**src/rtl/issue_pkg.sv**
```systemverilog
// Types, widths and helpers shared between the issue stage and the writeback/return block.
package issue_pkg;

  localparam int LANES   = 4;
  localparam int DES_W   = 4;
  localparam int OP_W    = 4;
  localparam int BID_W   = 3;
  localparam int REG_NUM = 16;
  localparam int MAX_LAT = 3;

  typedef struct packed {
    logic             vld;
    logic [DES_W-1:0] des;
    logic [BID_W-1:0] bid;
  } wb_entry_t;

  function automatic logic [1:0] op_latency(input logic [OP_W-1:0] op);
    if (op < 4'd8)       return 2'd1;
    else if (op < 4'd12) return 2'd2;
    else                 return 2'd3;
  endfunction

  function automatic logic [REG_NUM-1:0] des_onehot(input logic [DES_W-1:0] des);
    logic [REG_NUM-1:0] r;
    r      = '0;
    r[des] = 1'b1;
    return r;
  endfunction

endpackage

```
**src/rtl/wb_lane.sv**
```systemverilog
// One return lane: a MAX_LAT-deep delay line with latency-indexed insertion, collision and squash.
module wb_lane
  import issue_pkg::*;
(
  input  logic               clk,
  input  logic               rst,
  input  logic               in_vld,
  input  logic [DES_W-1:0]   in_des,
  input  logic [OP_W-1:0]    in_op,
  input  logic [BID_W-1:0]   in_bid,
  input  logic               sq_vld,
  input  logic [BID_W-1:0]   sq_id,
  output logic               head_vld,
  output logic [DES_W-1:0]   head_des,
  output logic [MAX_LAT-1:0] free,
  output logic               collision,
  output logic [REG_NUM-1:0] sq_mask
);

  wb_entry_t  slots [MAX_LAT];
  wb_entry_t  nxt   [MAX_LAT];
  logic [1:0] slot_idx;

  assign head_vld = slots[0].vld;
  assign head_des = slots[0].des;
  assign slot_idx = op_latency(in_op) - 2'd1;

  // A latency-L issue lands in slot L-1 after the shift, i.e. where slot L is heading.
  always_comb begin
    for (int k = 0; k < MAX_LAT-1; k++) free[k] = !slots[k+1].vld;
    free[MAX_LAT-1] = 1'b1;
  end

  always_comb begin
    for (int k = 0; k < MAX_LAT-1; k++) nxt[k] = slots[k+1];
    nxt[MAX_LAT-1] = '0;
    sq_mask   = '0;
    collision = 1'b0;
    for (int k = 0; k < MAX_LAT; k++) begin
      if (sq_vld && nxt[k].vld && nxt[k].bid == sq_id) begin
        sq_mask = sq_mask | des_onehot(nxt[k].des);
        nxt[k]  = '0;
      end
    end
    // A squashed incoming instruction never claims its slot, so it cannot collide.
    if (in_vld) begin
      if (sq_vld && in_bid == sq_id)
        sq_mask = sq_mask | des_onehot(in_des);
      else if (!free[slot_idx])
        collision = 1'b1;
      else
        nxt[slot_idx] = '{vld: 1'b1, des: in_des, bid: in_bid};
    end
  end

  always_ff @(posedge clk) begin
    if (rst) begin
      for (int k = 0; k < MAX_LAT; k++) slots[k] <= '0;
    end else begin
      for (int k = 0; k < MAX_LAT; k++) slots[k] <= nxt[k];
    end
  end

endmodule

```
**src/rtl/writeback_return.sv**
```systemverilog
// Issue-interface back end: per-lane fixed-latency return plus mispredict flush broadcast.
module writeback_return
  import issue_pkg::*;
(
  input  logic               clk,
  input  logic               rst,
  input  logic               iq_out_1_vld,
  input  logic [DES_W-1:0]   iq_out_1_des,
  input  logic [OP_W-1:0]    iq_out_1_op,
  input  logic [BID_W-1:0]   iq_out_1_bid,
  input  logic               iq_out_2_vld,
  input  logic [DES_W-1:0]   iq_out_2_des,
  input  logic [OP_W-1:0]    iq_out_2_op,
  input  logic [BID_W-1:0]   iq_out_2_bid,
  input  logic               iq_out_3_vld,
  input  logic [DES_W-1:0]   iq_out_3_des,
  input  logic [OP_W-1:0]    iq_out_3_op,
  input  logic [BID_W-1:0]   iq_out_3_bid,
  input  logic               iq_out_4_vld,
  input  logic [DES_W-1:0]   iq_out_4_des,
  input  logic [OP_W-1:0]    iq_out_4_op,
  input  logic [BID_W-1:0]   iq_out_4_bid,
  input  logic               br_resolve_vld,
  input  logic [BID_W-1:0]   br_resolve_id,
  input  logic               br_mispredict,
  output logic               ins_back_1_vld,
  output logic [DES_W-1:0]   ins_back_1_des,
  output logic               ins_back_2_vld,
  output logic [DES_W-1:0]   ins_back_2_des,
  output logic               ins_back_3_vld,
  output logic [DES_W-1:0]   ins_back_3_des,
  output logic               ins_back_4_vld,
  output logic [DES_W-1:0]   ins_back_4_des,
  output logic [MAX_LAT-1:0] lane_1_free,
  output logic [MAX_LAT-1:0] lane_2_free,
  output logic [MAX_LAT-1:0] lane_3_free,
  output logic [MAX_LAT-1:0] lane_4_free,
  output logic               flush_en,
  output logic [BID_W-1:0]   flush_id,
  output logic [REG_NUM-1:0] flush_reg,
  output logic               err_collision
);

  logic [LANES-1:0]   in_vld;
  logic [DES_W-1:0]   in_des  [LANES];
  logic [OP_W-1:0]    in_op   [LANES];
  logic [BID_W-1:0]   in_bid  [LANES];
  logic [LANES-1:0]   head_vld;
  logic [DES_W-1:0]   head_des [LANES];
  logic [MAX_LAT-1:0] free     [LANES];
  logic [LANES-1:0]   coll;
  logic [REG_NUM-1:0] mask     [LANES];
  logic [REG_NUM-1:0] mask_or;
  logic               mispredict;

  assign in_vld    = {iq_out_4_vld, iq_out_3_vld, iq_out_2_vld, iq_out_1_vld};
  assign in_des[0] = iq_out_1_des;
  assign in_des[1] = iq_out_2_des;
  assign in_des[2] = iq_out_3_des;
  assign in_des[3] = iq_out_4_des;
  assign in_op[0]  = iq_out_1_op;
  assign in_op[1]  = iq_out_2_op;
  assign in_op[2]  = iq_out_3_op;
  assign in_op[3]  = iq_out_4_op;
  assign in_bid[0] = iq_out_1_bid;
  assign in_bid[1] = iq_out_2_bid;
  assign in_bid[2] = iq_out_3_bid;
  assign in_bid[3] = iq_out_4_bid;

  assign mispredict = br_resolve_vld && br_mispredict;

  for (genvar n = 0; n < LANES; n++) begin : g_lane
    wb_lane u_lane (
      .clk       (clk),
      .rst       (rst),
      .in_vld    (in_vld[n]),
      .in_des    (in_des[n]),
      .in_op     (in_op[n]),
      .in_bid    (in_bid[n]),
      .sq_vld    (mispredict),
      .sq_id     (br_resolve_id),
      .head_vld  (head_vld[n]),
      .head_des  (head_des[n]),
      .free      (free[n]),
      .collision (coll[n]),
      .sq_mask   (mask[n])
    );
  end

  assign ins_back_1_vld = head_vld[0];
  assign ins_back_2_vld = head_vld[1];
  assign ins_back_3_vld = head_vld[2];
  assign ins_back_4_vld = head_vld[3];
  assign ins_back_1_des = head_des[0];
  assign ins_back_2_des = head_des[1];
  assign ins_back_3_des = head_des[2];
  assign ins_back_4_des = head_des[3];
  assign lane_1_free    = free[0];
  assign lane_2_free    = free[1];
  assign lane_3_free    = free[2];
  assign lane_4_free    = free[3];

  always_comb begin
    mask_or = '0;
    for (int n = 0; n < LANES; n++) mask_or = mask_or | mask[n];
  end

  // Flush outputs are a registered one-cycle pulse; id and mask are zeroed between pulses.
  always_ff @(posedge clk) begin
    if (rst) begin
      flush_en      <= 1'b0;
      flush_id      <= '0;
      flush_reg     <= '0;
      err_collision <= 1'b0;
    end else begin
      flush_en      <= mispredict;
      flush_id      <= mispredict ? br_resolve_id : '0;
      flush_reg     <= mispredict ? mask_or : '0;
      err_collision <= err_collision | (|coll);
    end
  end

endmodule

```
**config.mk**
```make
export PLATFORM = sky130hd
export DESIGN_NAME = writeback_return
export DESIGN_NICKNAME = d
export VERILOG_FILES = /design/src/rtl/issue_pkg.sv /design/src/rtl/wb_lane.sv /design/src/rtl/writeback_return.sv
export SDC_FILE = /design/constraint.sdc
export NUM_CORES = 1
export LEC_CHECK = 0
export CORE_UTILIZATION = 50
export DETAILED_ROUTE_END_ITERATION = 10
export GPL_ROUTABILITY_DRIVEN = 0
export GPL_TIMING_DRIVEN = 0
export PLACE_DENSITY = 0.76
export SYNTH_ARGS = -nofsm -noshare
export SYNTH_HDL_FRONTEND = slang
export SYNTH_SLANG_ARGS = --single-unit
```
**constraint.sdc**
```tcl
create_clock -name clk -period 2.5 [get_ports clk]
set_input_delay 0.375 -clock clk [delete_from_list [all_inputs] [get_ports clk]]
set_output_delay 0.375 -clock clk [all_outputs]
set_load 0.02 [all_outputs]
```
== Word level (Yosys, flattened, before mapping) ==
Memories as Yosys holds them, arrays and structs flattened.
Index checks and enable logic that the tools add are counted.
Word-level totals
  input port bits: 55
  memories kept: 4
  output and inout bits: 53
  bits in registers: 21
  RAM bits: 96
Operators by class
  order comparisons: 44
  muxes and demuxes: 115
  equal/unequal tests: 12
  bitwise gates (word level): 29
  add/sub/neg operators: 4
  reduce and logical (&&, ||, !) cells: 47
Memory list
  g_lane[0].u_lane.slots: words 3, width 8, read ports 3, clocked after memory_dff 0, write ports 3, RTL line wb_lane.sv:20  | wb_entry_t slots [MAX_LAT];
  g_lane[1].u_lane.slots: words 3, width 8, read ports 3, clocked after memory_dff 0, write ports 3, RTL line wb_lane.sv:20
  g_lane[2].u_lane.slots: words 3, width 8, read ports 3, clocked after memory_dff 0, write ports 3, RTL line wb_lane.sv:20
  g_lane[3].u_lane.slots: words 3, width 8, read ports 3, clocked after memory_dff 0, write ports 3, RTL line wb_lane.sv:20
Operator list (number)
  2-to-1 mux 24 bit: 12
  2-to-1 mux 16 bit: 16
  2-to-1 mux 8 bit: 24
  OR 16 bit: 11
  bitwise mux 24 bit: 4
  demux 8 bit (select 2 bit): 4
  < comparator 4 x 5 -> 1 bit, second input constant: 12
  demux 1 bit (select 4 bit): 12
  greater-or-equal comparator 4 x 1 -> 1 bit, second input constant: 12
  logical AND 1 bit: 37
  == test 3 bit: 12
  2-to-1 mux 1 bit: 35
  < comparator 4 bit, second input constant: 8
  OR 1 bit: 13
  greater-or-equal comparator 3 bit, second input constant: 4
  < comparator 2 x 3 -> 1 bit, second input constant: 4
  < comparator 3 x 1 -> 1 bit, second input constant: 4
  NOT 2 -> 3 bit: 4
  binary-select mux 1 bit (select 2 bit): 4
  zero test 1 bit: 8
  2-to-1 mux 2 bit: 4
  subtractor 2 x 1 -> 2 bit, second input constant: 4
  OR reduction 4 bit: 1
  OR reduction 2 bit: 1
  NOT 1 bit: 1

== Depth between registers and ports, before layout ==
Gate-level depths: netlist (run 1).
  depth after elaboration: 14
  depth in mapped cells: 10
  gate-level depth less buffers: 6

== Hierarchy ==
Synthesis (run 1) repeated with hierarchy kept, for this count alone.
Unflattened totals
  cell total of the unflattened synthesis: 812
  area, all modules: 6640.1 µm²
Modules (own cells, without submodules)
  wb_lane at g_lane[0].u_lane: times used 1, cells each 191, area an instance 1545.2 µm²
  wb_lane at g_lane[2].u_lane: times used 1, cells each 190, area an instance 1500.2 µm²
  wb_lane at g_lane[1].u_lane: times used 1, cells each 184, area an instance 1462.7 µm²
  wb_lane at g_lane[3].u_lane: times used 1, cells each 180, area an instance 1461.4 µm²
  writeback_return: times used 1, cells each 67, area an instance 670.6 µm²

== Worst setup path before layout (run 1) ==
No wires, ideal clock.
  path kind: input -> register
  start point: input br_resolve_id[2]
  end point: register flush_reg[4]
  required time: 2.426 ns
  slack: 0.243 ns
  library setup time: 0.074 ns
  arrival: 2.182 ns
  stages: 9
  cell sequence: buf_2 -> buf_6 -> xor2_1 -> or4_4 -> buf_6 -> or4_1 -> nand3_1 -> a211oi_1 -> a31oi_1
On the way
  word-level cells in the longest chain between the ends: 11
Ends and longest elaborated chain
  from (decl): RTL line writeback_return.sv:24  | input logic [BID_W-1:0] br_resolve_id,
  == test 3 bit: RTL line wb_lane.sv:40  | if (sq_vld && nxt[k].vld && nxt[k].bid == sq_id) begin
  logical AND 1 bit: RTL line wb_lane.sv:40
  2-to-1 mux 16 bit: RTL line wb_lane.sv:40
  OR 16 bit: RTL line wb_lane.sv:41  | sq_mask = sq_mask | des_onehot(nxt[k].des);
  2-to-1 mux 16 bit: RTL line wb_lane.sv:40
  OR 16 bit: RTL line wb_lane.sv:48  | sq_mask = sq_mask | des_onehot(in_des);
  2-to-1 mux 16 bit: RTL line wb_lane.sv:47  | if (sq_vld && in_bid == sq_id)
  2-to-1 mux 16 bit: RTL line wb_lane.sv:46  | if (in_vld) begin
  OR 16 bit (2 in series): RTL line writeback_return.sv:105  | for (int n = 0; n < LANES; n++) mask_or = mask_or | mask[n];
  OR 16 bit *: RTL line writeback_return.sv:105
  to (signal assigned): RTL line writeback_return.sv:118  | flush_reg <= mispredict ? mask_or : '0;
  to (decl): RTL line writeback_return.sv:40  | output logic [REG_NUM-1:0] flush_reg,
Every way passes the cells marked *; elsewhere a longest branch is shown, timed or not.
A chain may end at the register's enable or synchronous reset.

== Final worst setup path (run 1) ==
  start point: input br_resolve_vld
  end point: register flush_reg[10]
On the way
  word-level cells in the longest chain between the ends: 12
Ends and longest elaborated chain
  from (decl): RTL line writeback_return.sv:23  | input logic br_resolve_vld,
  logical AND 1 bit *: RTL line writeback_return.sv:70  | assign mispredict = br_resolve_vld && br_mispredict;
  logical AND 1 bit (2 in series): RTL line wb_lane.sv:40
  2-to-1 mux 16 bit: RTL line wb_lane.sv:40
  OR 16 bit: RTL line wb_lane.sv:41
  2-to-1 mux 16 bit: RTL line wb_lane.sv:40
  OR 16 bit: RTL line wb_lane.sv:48
  2-to-1 mux 16 bit: RTL line wb_lane.sv:47
  2-to-1 mux 16 bit: RTL line wb_lane.sv:46
  OR 16 bit (3 in series): RTL line writeback_return.sv:105
Marks and branches as above.

==> results.tsv, run 1 <==
stage	metric	value	unit
clock_network	cts_tree	yes	
yosys	synth_seq_area_share	33.7	%
finish	diodes	0	
die	rows	40	
place	place.detailed.instances	1064	
setup_path	worstSetupEndpoint	flush_reg[10]	
global_route	grt_start_max_net_pins	16	
clock_network	post-cts-setup-buffer-count	0	
global_route	overflow	0	
route	dr.first_iter.drc_count	1255	
die	initial_core_utilization	51.6	%
setup_path	path_depth	8	
sta	fmaxAchievable	399	MHz
yosys	syn-cell-area	6230	µm²
setup_path	crit_chain	buf_2, nand2_2, or4_4, buf_6, or3_4, o22ai_1, nor4_1, a31oi_1	
yosys	synth_edf_count	0	
route	drt-total-wl	22.1	mm
finish	nNetsFinal	961	
die	io-pin-count	108	
finish	filler_cell_count	1023	
setup_path	worst_setup_path_startpoint	br_resolve_vld	
setup_path	maximum_net_fanout_on_the_critical_path	10	
sta	clock_skew	0.00539	ns
setup_path	cpMaxStageDelayCell	sky130_fd_sc_hd__or4_4	
setup_path	reg2reg_from	g_lane[1].u_lane.slots[0][23]	
finish	fin_cells	1077	
setup_path	worst-endpoint-arrival	2.76	ns
clock_network	ctsHoldBuffers	0	
power	power_per_cell_area	475	nW/µm²
sta	period_share	100	%
route	num_vias	6973	
worst_hold_path	hp-class	input port to flop	
yosys	post_synth_top_area_cell	sky130_fd_sc_hd__dfxtp_1	
route	routedWlPerCell	20.5	µm
route	route.detailed.drc	104	
yosys	synth_cell_count_leaders	sky130_fd_sc_hd__dfxtp_1 (105), sky130_fd_sc_hd__nor2_1 (67), sky130_fd_sc_hd__nand3_1 (62)	
clock_network	cts.path.max_buffers	2	
clock_network	cts.clk_slew.worst_paths	0.06	ns
finish	largest_reg_flops	84	
sta	setup_violations	1	
route	drt.antenna.violating_nets	0	
power	p_leak	2.61	nW
sta	setup_ws	-0.00659	ns
power	peakVddDrop	0.396	mV
setup_path	kind_of_end_point_of_the_critical_path	flop	
die	core_region_area	12100	µm²
setup_path	crit_family	simple AND/OR/NAND/NOR gates	
die	dieWidth	114	µm
finish	drive_gt1_share	9.24	%
run_status	failed_checks	design-rule violations, negative setup slack	
yosys	synth_async_sr_flop_share	0	%
yosys	synthCells	806	
route	first_pass_iters	11	
setup_path	worst_path_class_setup	input port to flop	
yosys	number_of_warnings_printed_during_yosys_synthesis	0	
yosys	yosysMostFrequentCell	sky130_fd_sc_hd__dfxtp_1	
sta	rsz0062_at_grt	true	
global_route	grt_pass1_vias	6379	
setup_path	timing.rr.end	flush_reg[5]	
clock_network	cts.sinks	105	
flow_run	maxCapViolations	0	
setup_path	r2r_cells	6	
run_status	run_status	finished with violations	
global_route	grt_pass1_wl	33.5	mm
place	dp_slack	-0.577	ns
yosys	yosys_register_bits	105	
yosys	synthesis.area_per_instance	7.73	µm²
die	floorplan.die_area	12900	µm²
clock_network	cts_buffers	9	
global_route	grt_usage	33.8	%
setup_path	startpoint_type	input port	
sta	fin_crit	2.51	ns
clock_network	cts_root_buf	sky130_fd_sc_hd__clkbuf_16	
sta	timing.final.hold_violations	0	
setup_path	critical_path.n_buffers_inverters	2	
place	port_buffers	87	
setup_path	required_time_reported_for_the_critical_path_endpoint	2.75	ns
sta	maxSlewViolCount	0	
yosys	synth.distinct_cells	65	
setup_path	max_stage_delay_on_crit_path	0.63	ns
finish	layout-area-overhead-vs-synth	24.1	%
setup_path	reg2reg_slack	0.10	ns
place	post-dp-hpwl	16.5	mm
yosys	post-synth-top-area-fraction	33.7	%
yosys	synth.top_cells.by_area	sky130_fd_sc_hd__dfxtp_1 (34%), sky130_fd_sc_hd__nand3_1 (5.0%), sky130_fd_sc_hd__xor2_1 (4.6%), sky130_fd_sc_hd__a21oi_1 (4.3%), sky130_fd_sc_hd__nor2_1 (4.0%)	
global_route	number_of_antenna_violations_at_the_first_check_in_global_routing	0	
yosys	synth_ff_type	sky130_fd_sc_hd__dfxtp_1	
sta	relative_slew_slack	42.3	%
clock_network	htreeDepth	3	
clock_network	clk-insertion-delay-late	0.35	ns
route	route.detailed.vias_per_inst	6.47	
die	die_height	114	µm
sta	worst_pin_slew	0.853	ns
-- kinds of logic (layout without fill, tap and decap cells) --
family | Yosys count | count (layout) | synth area share [%]
XOR/XNOR | 36 | 36 | 5.06
other | 1 | 4 | 0.0602
AND/OR/NAND/NOR | 422 | 422 | 38.0
flip-flops | 105 | 105 | 33.7
buffers and inverters | 95 | 195 | 7.87
AO/OA/AOI/OAI | 147 | 147 | 15.2
-- what timing repair did --
action / in CTS / in global routing
endpoints found under the setup margin: 5 / 48
endpoints found under the hold margin: 0 / 0
resized for setup: 1 / 21
-- cell usage in the layout, fill, tap and decap left out, drive strengths merged, types with 10 or more instances in the layout --
master         instances
a21oi                 54
a31oi                 15
and2                  34
buf                   38
clkbuf                49
clkdlybuf4s50         87
dfxtp                105
inv                   18
nand2                 58
nand2b                24
nand3                 62
nand3b                11
nand4                 19
nor2                  67
nor2b                 18
nor3                  21
nor3b                 25
nor4                  34
o21ai                 10
o22ai                 20
or3                   10
or4                   12
xor2                  33
-- stage by stage --
| stage | hold slack (ns) | util, % | total power [W] | TNS (ns) | area [µm²] |
|---|---|---|---|---|---|
| finish | 0.419 | 64.1 | 0.00367 | -0.00659 | 7730 |
| global route | 0.444 | 64.1 | 0.00378 | -0.0109 | 7730 |
| CTS | 0.413 | 63.1 | 0.00364 | 0 | 7610 |
| detailed placement | 0.475 | 60.7 | 0.00229 | -13.71 | 7320 |
| global placement | 0.471 | 60.7 | 0.00227 | -9.71 | 7320 |
| floorplan | 0.459 | - | 0.00207 | 0 | 6240 |
-- worst min path at each step --
stage	from	endpoint	slack, ns	cells after the start
finish	iq_out_3_des[2]	g_lane[2].u_lane.slots[0][5]	0.42	3
global route	iq_out_3_des[2]	g_lane[2].u_lane.slots[0][5]	0.44	3
CTS	iq_out_3_des[2]	g_lane[2].u_lane.slots[0][5]	0.41	3
detailed placement	err_collision	err_collision	0.47	2
global placement	err_collision	err_collision	0.47	2
floorplan	g_lane[1].u_lane.slots[0][18]	g_lane[1].u_lane.slots[0][10]	0.46	2
-- layer usage --
layer	up-vias	GRT usage, %	wire length [µm]
met4	2	17.8	1360
met5	-	4.31	45
met3	145	11.6	2780
met2	518	50.9	9520
met1	3209	42.3	8420
li1	3099	-	-
-- worst register-to-register path, delay by kind of cell, from the launching register on --
| family | cells | cell delay, ns |
|---|---|---|
| AOI/OAI and AO/OA | 3 | 0.57 |
| DFF | 1 | 0.44 |
| and+or+nand+nor | 3 | 1.33 |
-- power breakdown --
part           leakage [nW]  internal (W)  switching [W]
Combinational          1.62      0.000213       0.000329
Sequential            0.852       0.00171      0.0000288
Clock                 0.137      0.000791       0.000596
-- cell type report --
class / count / area (µm²) / share of cell area [%]
Inverter: 18 / 67.6 / 0.874
Multi-Input combinational cell: 609 / 3770 / 48.8
Buffer: 76 / 422 / 5.45
Tap cell: 168 / 210 / 2.72
Sequential cell: 105 / 2100 / 27.2
Timing Repair Buffer: 87 / 871 / 11.3
Clock inverter: 3 / 42.5 / 0.550
Clock buffer: 11 / 243 / 3.14
No activity file was read; power rests on OpenSTA's default activity.
==> run 2, diff against run 1 <==
--- a/config.mk
+++ b/config.mk
@@ -7,9 +7,9 @@
 export LEC_CHECK = 0
 export CORE_UTILIZATION = 50
 export DETAILED_ROUTE_END_ITERATION = 10
-export GPL_ROUTABILITY_DRIVEN = 0
 export GPL_TIMING_DRIVEN = 0
 export PLACE_DENSITY = 0.76
+export SKIP_LAST_GASP = 1
 export SYNTH_ARGS = -nofsm -noshare
 export SYNTH_HDL_FRONTEND = slang
 export SYNTH_SLANG_ARGS = --single-unit
==> run 2 against run 1 <==
The flow finishes with violations (negative setup slack). Sequential power hardly changed. Count of clock-buffer cells in the layout grew 1. Critical path depth is 1 lower. Hold slack got worse by 0.0032 ns. Clock power grew 4%. Clock skew up 0.0054 ns. Die area unchanged. Cell count grew 0.19%. Sequential share of layout area hardly changed. Register-to-register slack about the same.
==> results.tsv, run 2 (synthesis results as in run 1) <==
stage	metric	value	unit	change
sta	hold_slack	0.416	ns	-0.00318 ns
route	routedWlPerCell	23.4	µm	+14%
sta	rsz0062_at_grt	true		
finish	mostFrequentLayoutCell	sky130_fd_sc_hd__dfxtp_1		
power	peakVddDrop	0.302	mV	-24%
finish	drive_gt1_share	9.00	%	-0.24 points
setup_path	maximum_net_fanout_on_the_critical_path	5		-5
finish	filler_cell_count	1020		-0.29%
setup_path	crit_family	simple AND/OR/NAND/NOR gates		
sta	worst_pin_slew	0.950	ns	+0.0965 ns
global_route	number_of_antenna_violations_at_the_first_check_in_global_routing	1		+1
sta	relative_slew_slack	35.8	%	-6.5 points
power	power_per_cell_area	484	nW/µm²	+2.0%
global_route	gr_met1_demand_resource	51.2	%	+8.9 points
power	p_leak	2.61	nW	-0.17%
die	rows	40		unchanged
finish	final_core_utilization	64.0	%	-0.10 points
worst_hold_path	hp-class	input port to flop		
global_route	global_route.peak_usage_layer	met2		
place	place.detailed.instances	1064		unchanged
setup_path	cpMaxStageDelayCell	sky130_fd_sc_hd__or4_1		
run_status	run_status	finished with violations		
finish	final_cell_area	7720	µm²	-0.16%
finish	layout_common_cells	sky130_fd_sc_hd__dfxtp_1 (105), sky130_fd_sc_hd__clkdlybuf4s50_1 (87), sky130_fd_sc_hd__nor2_1 (67)		
global_route	grt_usage	39.1	%	+5.3 points
die	initial_core_utilization	51.6	%	unchanged
clock_network	clk-insertion-delay-late	0.36	ns	about the same
worst_hold_path	worst_hold_path.num_cells	3		unchanged
clock_network	cts.sinks	105		unchanged
setup_path	max_stage_delay_on_crit_path	0.58	ns	-0.05 ns
route	drt.antenna.violating_nets	0		unchanged
setup_path	worst_setup_path_startpoint	iq_out_1_bid[0]		
route	drt-total-wl	25.2	mm	+14%
clock_network	cts.clk_slew.worst_paths	0.06	ns	about the same
global_route	grt_pass1_vias	6342		-0.58%
clock_network	htreeDepth	3		unchanged
route	route.detailed.vias_per_inst	6.38		-1.4%
route	dr.first_iter.drc_count	869		-31%
finish	multi_input_comb_area	3740	µm²	-0.86%
route	num_vias	6887		-1.2%
die	floorplan.die_area	12900	µm²	unchanged
sta	clock_skew	0.0108	ns	+0.00539 ns
sta	fmaxAchievable	400	MHz	+0.18%
global_route	gr-usage-met3	9.40	%	-2.2 points
setup_path	crit_chain	clkdlybuf4s50_1, xor2_1, or4_4, or4_1, o41ai_1, nor4_1, a31oi_1		
global_route	grt_start_max_net_pins	17		+1
setup_path	r2r_cells	7		+1
place	placedInstanceArea	7320	µm²	unchanged
setup_path	path_depth	7		-1
route	route.detailed.drc	0		-100%
worst_hold_path	min-delay-start	iq_out_3_des[2]		
sta	period_share	100	%	-0.18 points
finish	diodes	0		unchanged
setup_path	reg2reg_from	g_lane[2].u_lane.slots[0][15]		
place	gp_congestion	1.02		
die	io-pin-count	108		unchanged
place	post-dp-hpwl	19.7	mm	+19%
clock_network	cts_buffers	9		unchanged
clock_network	cts.path.max_buffers	2		unchanged
global_route	globalRouteMet2Util	60.0	%	+9.1 points
finish	sequential_cell_area	2100	µm²	unchanged
setup_path	kind_of_end_point_of_the_critical_path	flop		
setup_path	startpoint_type	input port		
clock_network	cts_tree	yes		
die	die_height	114	µm	unchanged
run_status	failed_checks	negative setup slack		
sta	setup_violations	1		unchanged
finish	fin_cells	1079		+0.19%
sta	maxSlewViolCount	0		unchanged
sta	setup_ws	-0.00215	ns	+0.00444 ns
sta	fin_crit	2.50	ns	-0.00444 ns
setup_path	worst-endpoint-arrival	2.76	ns	about the same
global_route	grt_pass1_wl	37.1	mm	+11%
route	first_pass_iters	6		-5
global_route	overflow	0		unchanged
setup_path	required_time_reported_for_the_critical_path_endpoint	2.76	ns	about the same
die	core_region_area	12100	µm²	unchanged
finish	nNetsFinal	961		unchanged
sta	timing.final.hold_violations	0		unchanged
place	port_buffers	87		unchanged
flow_run	maxCapViolations	0		unchanged
clock_network	ctsHoldBuffers	0		unchanged
setup_path	critical_path.n_buffers_inverters	1		-1
finish	largest_reg_flops	84		unchanged
die	dieWidth	114	µm	unchanged
setup_path	worst_path_class_setup	input port to flop		
finish	layout-area-overhead-vs-synth	23.9	%	
clock_network	cts_root_buf	sky130_fd_sc_hd__clkbuf_16		
run 2: stage by stage:
stage / setup WS (ns) / setup TNS [ns] / power (W)
after floorplan: 0.243 / 0 / 0.00207
after CTS: 0.00537 / 0 / 0.00371
after detailed placement: -0.637 / -17.85 / 0.00230
after global routing: -0.0653 / -0.343 / 0.00384
final: -0.00215 / -0.00215 / 0.00374
after global placement: -0.650 / -11.39 / 0.00228
run 2: cell type report:
| type | count | share of cell area (%) |
|---|---|---|
| Clock buffer | 12 | 3.19 |
| Buffer | 75 | 5.45 |
| Sequential cell | 105 | 27.2 |
| Timing Repair Buffer | 88 | 11.4 |
| Clock inverter | 4 | 0.681 |
| Inverter | 18 | 0.875 |
| Tap cell | 168 | 2.72 |
| Multi-Input combinational cell | 609 | 48.5 |
run 2: path summary, 6_finish.rpt:
path | endpoint | slack (ns)
min reg2reg | err_collision | 0.48
max | flush_reg[1] | -0.002
min | g_lane[2].u_lane.slots[0][5] | 0.42
max reg2reg | flush_reg[2] | 0.11
run 2: tightest hold or removal path: stages:
cell                       delay, ns
sky130_fd_sc_hd__clkbuf_1       0.18
sky130_fd_sc_hd__nand2_1        0.11
sky130_fd_sc_hd__a21oi_1        0.06
run 2: report_power, final:
group | internal (W) | switching [W] | total, W
clock | 0.000806 | 0.000636 | 0.00144
combinational | 0.000213 | 0.000339 | 0.000552
sequential | 0.00171 | 0.0000308 | 0.00174
run 2: timing repair:
item,CTS,global route
resized for setup,4,13
setup buffers,0,1
setup endpoints to repair,11,30
pin swaps,0,1
run 2: routing by layer:
layer / vias to the layer above / share of wire (%)
met5: - / 0
met4: 0 / 4.3
li1: 3109 / -
met1: 3264 / 40
met3: 73 / 11
met2: 441 / 44
==> run 3, diff against run 2 <==
--- a/config.mk
+++ b/config.mk
@@ -5,10 +5,11 @@
 export SDC_FILE = /design/constraint.sdc
 export NUM_CORES = 1
 export LEC_CHECK = 0
-export CORE_UTILIZATION = 50
+export CORE_UTILIZATION = 54
 export DETAILED_ROUTE_END_ITERATION = 10
 export GPL_TIMING_DRIVEN = 0
-export PLACE_DENSITY = 0.76
+export PLACE_DENSITY = 0.81
+export SETUP_SLACK_MARGIN = 0.15
 export SKIP_LAST_GASP = 1
 export SYNTH_ARGS = -nofsm -noshare
 export SYNTH_HDL_FRONTEND = slang
==> constraint.sdc (replaced) <==
create_clock -name clk -period 2.5 [get_ports clk]
set_input_delay 0.625 -clock clk [delete_from_list [all_inputs] [get_ports clk]]
set_output_delay 0.625 -clock clk [all_outputs]
set_load 0.02 [all_outputs]
==> run 3 against run 2 <==
The flow now finishes without violations. Wire length rose by 1.2%. Sequential share of layout area fell by 1.6 points. Flip-flop and latch count unchanged. Critical path type unchanged. Largest cell class unchanged.
==> results.tsv, run 3 (synthesis results as in run 1) <==
stage	metric	value	unit	change
route	drt-total-wl	25.5	mm	+1.2%
route	dr.first_iter.drc_count	989		+14%
setup_path	max_stage_delay_on_crit_path	0.67	ns	+0.09 ns
setup_path	worst_path_class_setup	input port to flop		
clock_network	cts.path.max_buffers	2		unchanged
finish	largest_reg_flops	84		unchanged
place	post-dp-hpwl	19.1	mm	-2.9%
route	first_pass_iters	6		unchanged
die	rows	38		-5.0%
setup_path	required_time_reported_for_the_critical_path_endpoint	2.72	ns	-0.04 ns
sta	clock_skew	0.0131	ns	+0.00234 ns
global_route	grt_pass1_wl	36.7	mm	-1.1%
clock_network	clk-insertion-delay-late	0.38	ns	+0.02 ns
sta	setup_violations	0		-1
die	die_height	109	µm	-3.7%
finish	nNetsFinal	969		+0.83%
sta	timing.final.hold_violations	0		unchanged
finish	final_cell_area	8190	µm²	+6.1%
sta	period_share	94.4	%	-5.6 points
setup_path	reg2reg_slack	0.27	ns	+0.16 ns
sta	maxSlewViolCount	0		unchanged
global_route	overflow	0		unchanged
setup_path	kind_of_end_point_of_the_critical_path	flop		
global_route	number_of_antenna_violations_at_the_first_check_in_global_routing	2		+1
clock_network	htreeDepth	3		unchanged
worst_hold_path	hp-class	flop to flop		
finish	layout-area-overhead-vs-synth	31.4	%	
finish	filler_cell_count	798		-22%
setup_path	reg2reg_from	g_lane[3].u_lane.slots[0][15]		
setup_path	worst_setup_path_startpoint	rst		
setup_path	worst-endpoint-arrival	2.58	ns	-0.18 ns
clock_network	cts_tree	yes		
route	route.detailed.drc	0		unchanged
clock_network	ctsHoldBuffers	0		unchanged
die	floorplan.die_area	12000	µm²	-7.3%
setup_path	maximum_net_fanout_on_the_critical_path	10		+5
setup_path	worstSetupEndpoint	g_lane[0].u_lane.slots[0][4]		
sta	fmaxAchievable	424	MHz	+6.0%
place	place.detailed.instances	1037		-2.5%
place	port_buffers	87		unchanged
power	power_per_cell_area	470	nW/µm²	-3.0%
run_status	run_status	finished clean		
global_route	grt_pass1_vias	6714		+5.9%
sta	final.setup.tns	0	ns	+0.00215 ns
finish	layout_common_cells	sky130_fd_sc_hd__dfxtp_1 (105), sky130_fd_sc_hd__clkdlybuf4s50_1 (74), sky130_fd_sc_hd__nor2_1 (67)		
setup_path	r2r_cells	7		unchanged
place	gp_congestion	1.06		+3.8%
sta	relative_slew_slack	45.0	%	+9.2 points
setup_path	timing.rr.end	flush_reg[8]		
route	num_vias	7232		+5.0%
power	peakVddDrop	0.569	mV	+89%
sta	hold_slack	0.500	ns	+0.0845 ns
place	placedInstanceArea	7390	µm²	+0.97%
global_route	grt_start_max_net_pins	18		+1
clock_network	cts_root_buf	sky130_fd_sc_hd__clkbuf_16		
sta	rsz0062_at_grt	true		
route	drt.antenna.violating_nets	0		unchanged
die	io-pin-count	108		unchanged
global_route	grt_usage	42.2	%	+3.1 points
flow_run	maxCapViolations	0		unchanged
clock_network	cts.clk_slew.worst_paths	0.07	ns	about the same
clock_network	cts.sinks	105		unchanged
die	initial_core_utilization	56.5	%	+4.8 points
route	routedWlPerCell	24.1	µm	+3.1%
setup_path	crit_chain	clkdlybuf4s50_1, buf_1, clkbuf_1, a21oi_1		
clock_network	cts_buffers	9		unchanged
power	p_leak	2.89	nW	+11%
finish	drive_gt1_share	15.6	%	+6.6 points
worst_hold_path	min-delay-start	g_lane[1].u_lane.slots[0][16]		
route	route.detailed.vias_per_inst	6.82		+6.9%
die	dieWidth	109	µm	-3.7%
finish	mostFrequentLayoutCell	sky130_fd_sc_hd__dfxtp_1		
sta	fin_crit	2.36	ns	-0.141 ns
finish	fin_cells	1060		-1.8%
sta	worst_pin_slew	0.826	ns	-0.124 ns
die	core_region_area	11000	µm²	-8.5%
setup_path	startpoint_type	input port		
setup_path	cpMaxStageDelayCell	sky130_fd_sc_hd__buf_1		
## run 3: final cells by class
class	instances	area [µm²]	area share, %
multi-input combinational	609	4100	50.0
sequential	105	2100	25.7
inverter	18	67.6	0.825
buffer	77	518	6.33
antenna	1	2.50	0.0306
tap	140	175	2.14
clock buffer	12	246	3.01
clock inverter	4	56.3	0.688
timing repair buffer	94	921	11.3
## run 3: stage by stage
stage	total power [W]	setup slack (ns)	util, %
after floorplan	0.00208	0.0201	-
after global placement	0.00229	-0.737	67.0
after detailed placement	0.00231	-0.697	67.0
after CTS	0.00377	0.0638	72.2
after global routing	0.00392	0.0802	74.2
final	0.00384	0.139	74.2
## run 3: worst min-delay path by stage
stage	to	cells past startpoint
floorplan	g_lane[1].u_lane.slots[0][10]	2
global placement	g_lane[1].u_lane.slots[0][8]	2
detailed placement	g_lane[1].u_lane.slots[0][8]	2
CTS	g_lane[1].u_lane.slots[0][8]	2
global route	g_lane[1].u_lane.slots[0][9]	2
finish	g_lane[1].u_lane.slots[0][8]	2
## run 3: repair_timing
item	4_1_cts	5_1_grt
resized for setup	57	43
endpoints found under the setup margin	80	32
pin swaps	11	12
gates cloned	0	1
buffers inserted	2	3
## run 3: routing by layer
layer	track usage (%)	wire, µm	share of wire, %	vias to the layer above
met4	25.0	1420	5.5	0
li1	-	-	-	3113
met3	11.5	3180	12	134
met5	0	0	0	-
met2	65.4	11600	46	621
met1	52.3	9310	36	3364
## run 3: power breakdown
group          total (W)  internal, W  switching, W
combinational   0.000603     0.000232      0.000371
clock            0.00150     0.000816      0.000680
sequential       0.00175      0.00171     0.0000331
total            0.00384      0.00276       0.00108
## run 3: critical path: cells and delay by family
family / cells / cell delay [ns]
AO/OA/AOI/OAI: 1 / 0.15
buffers and inverters: 3 / 1.81
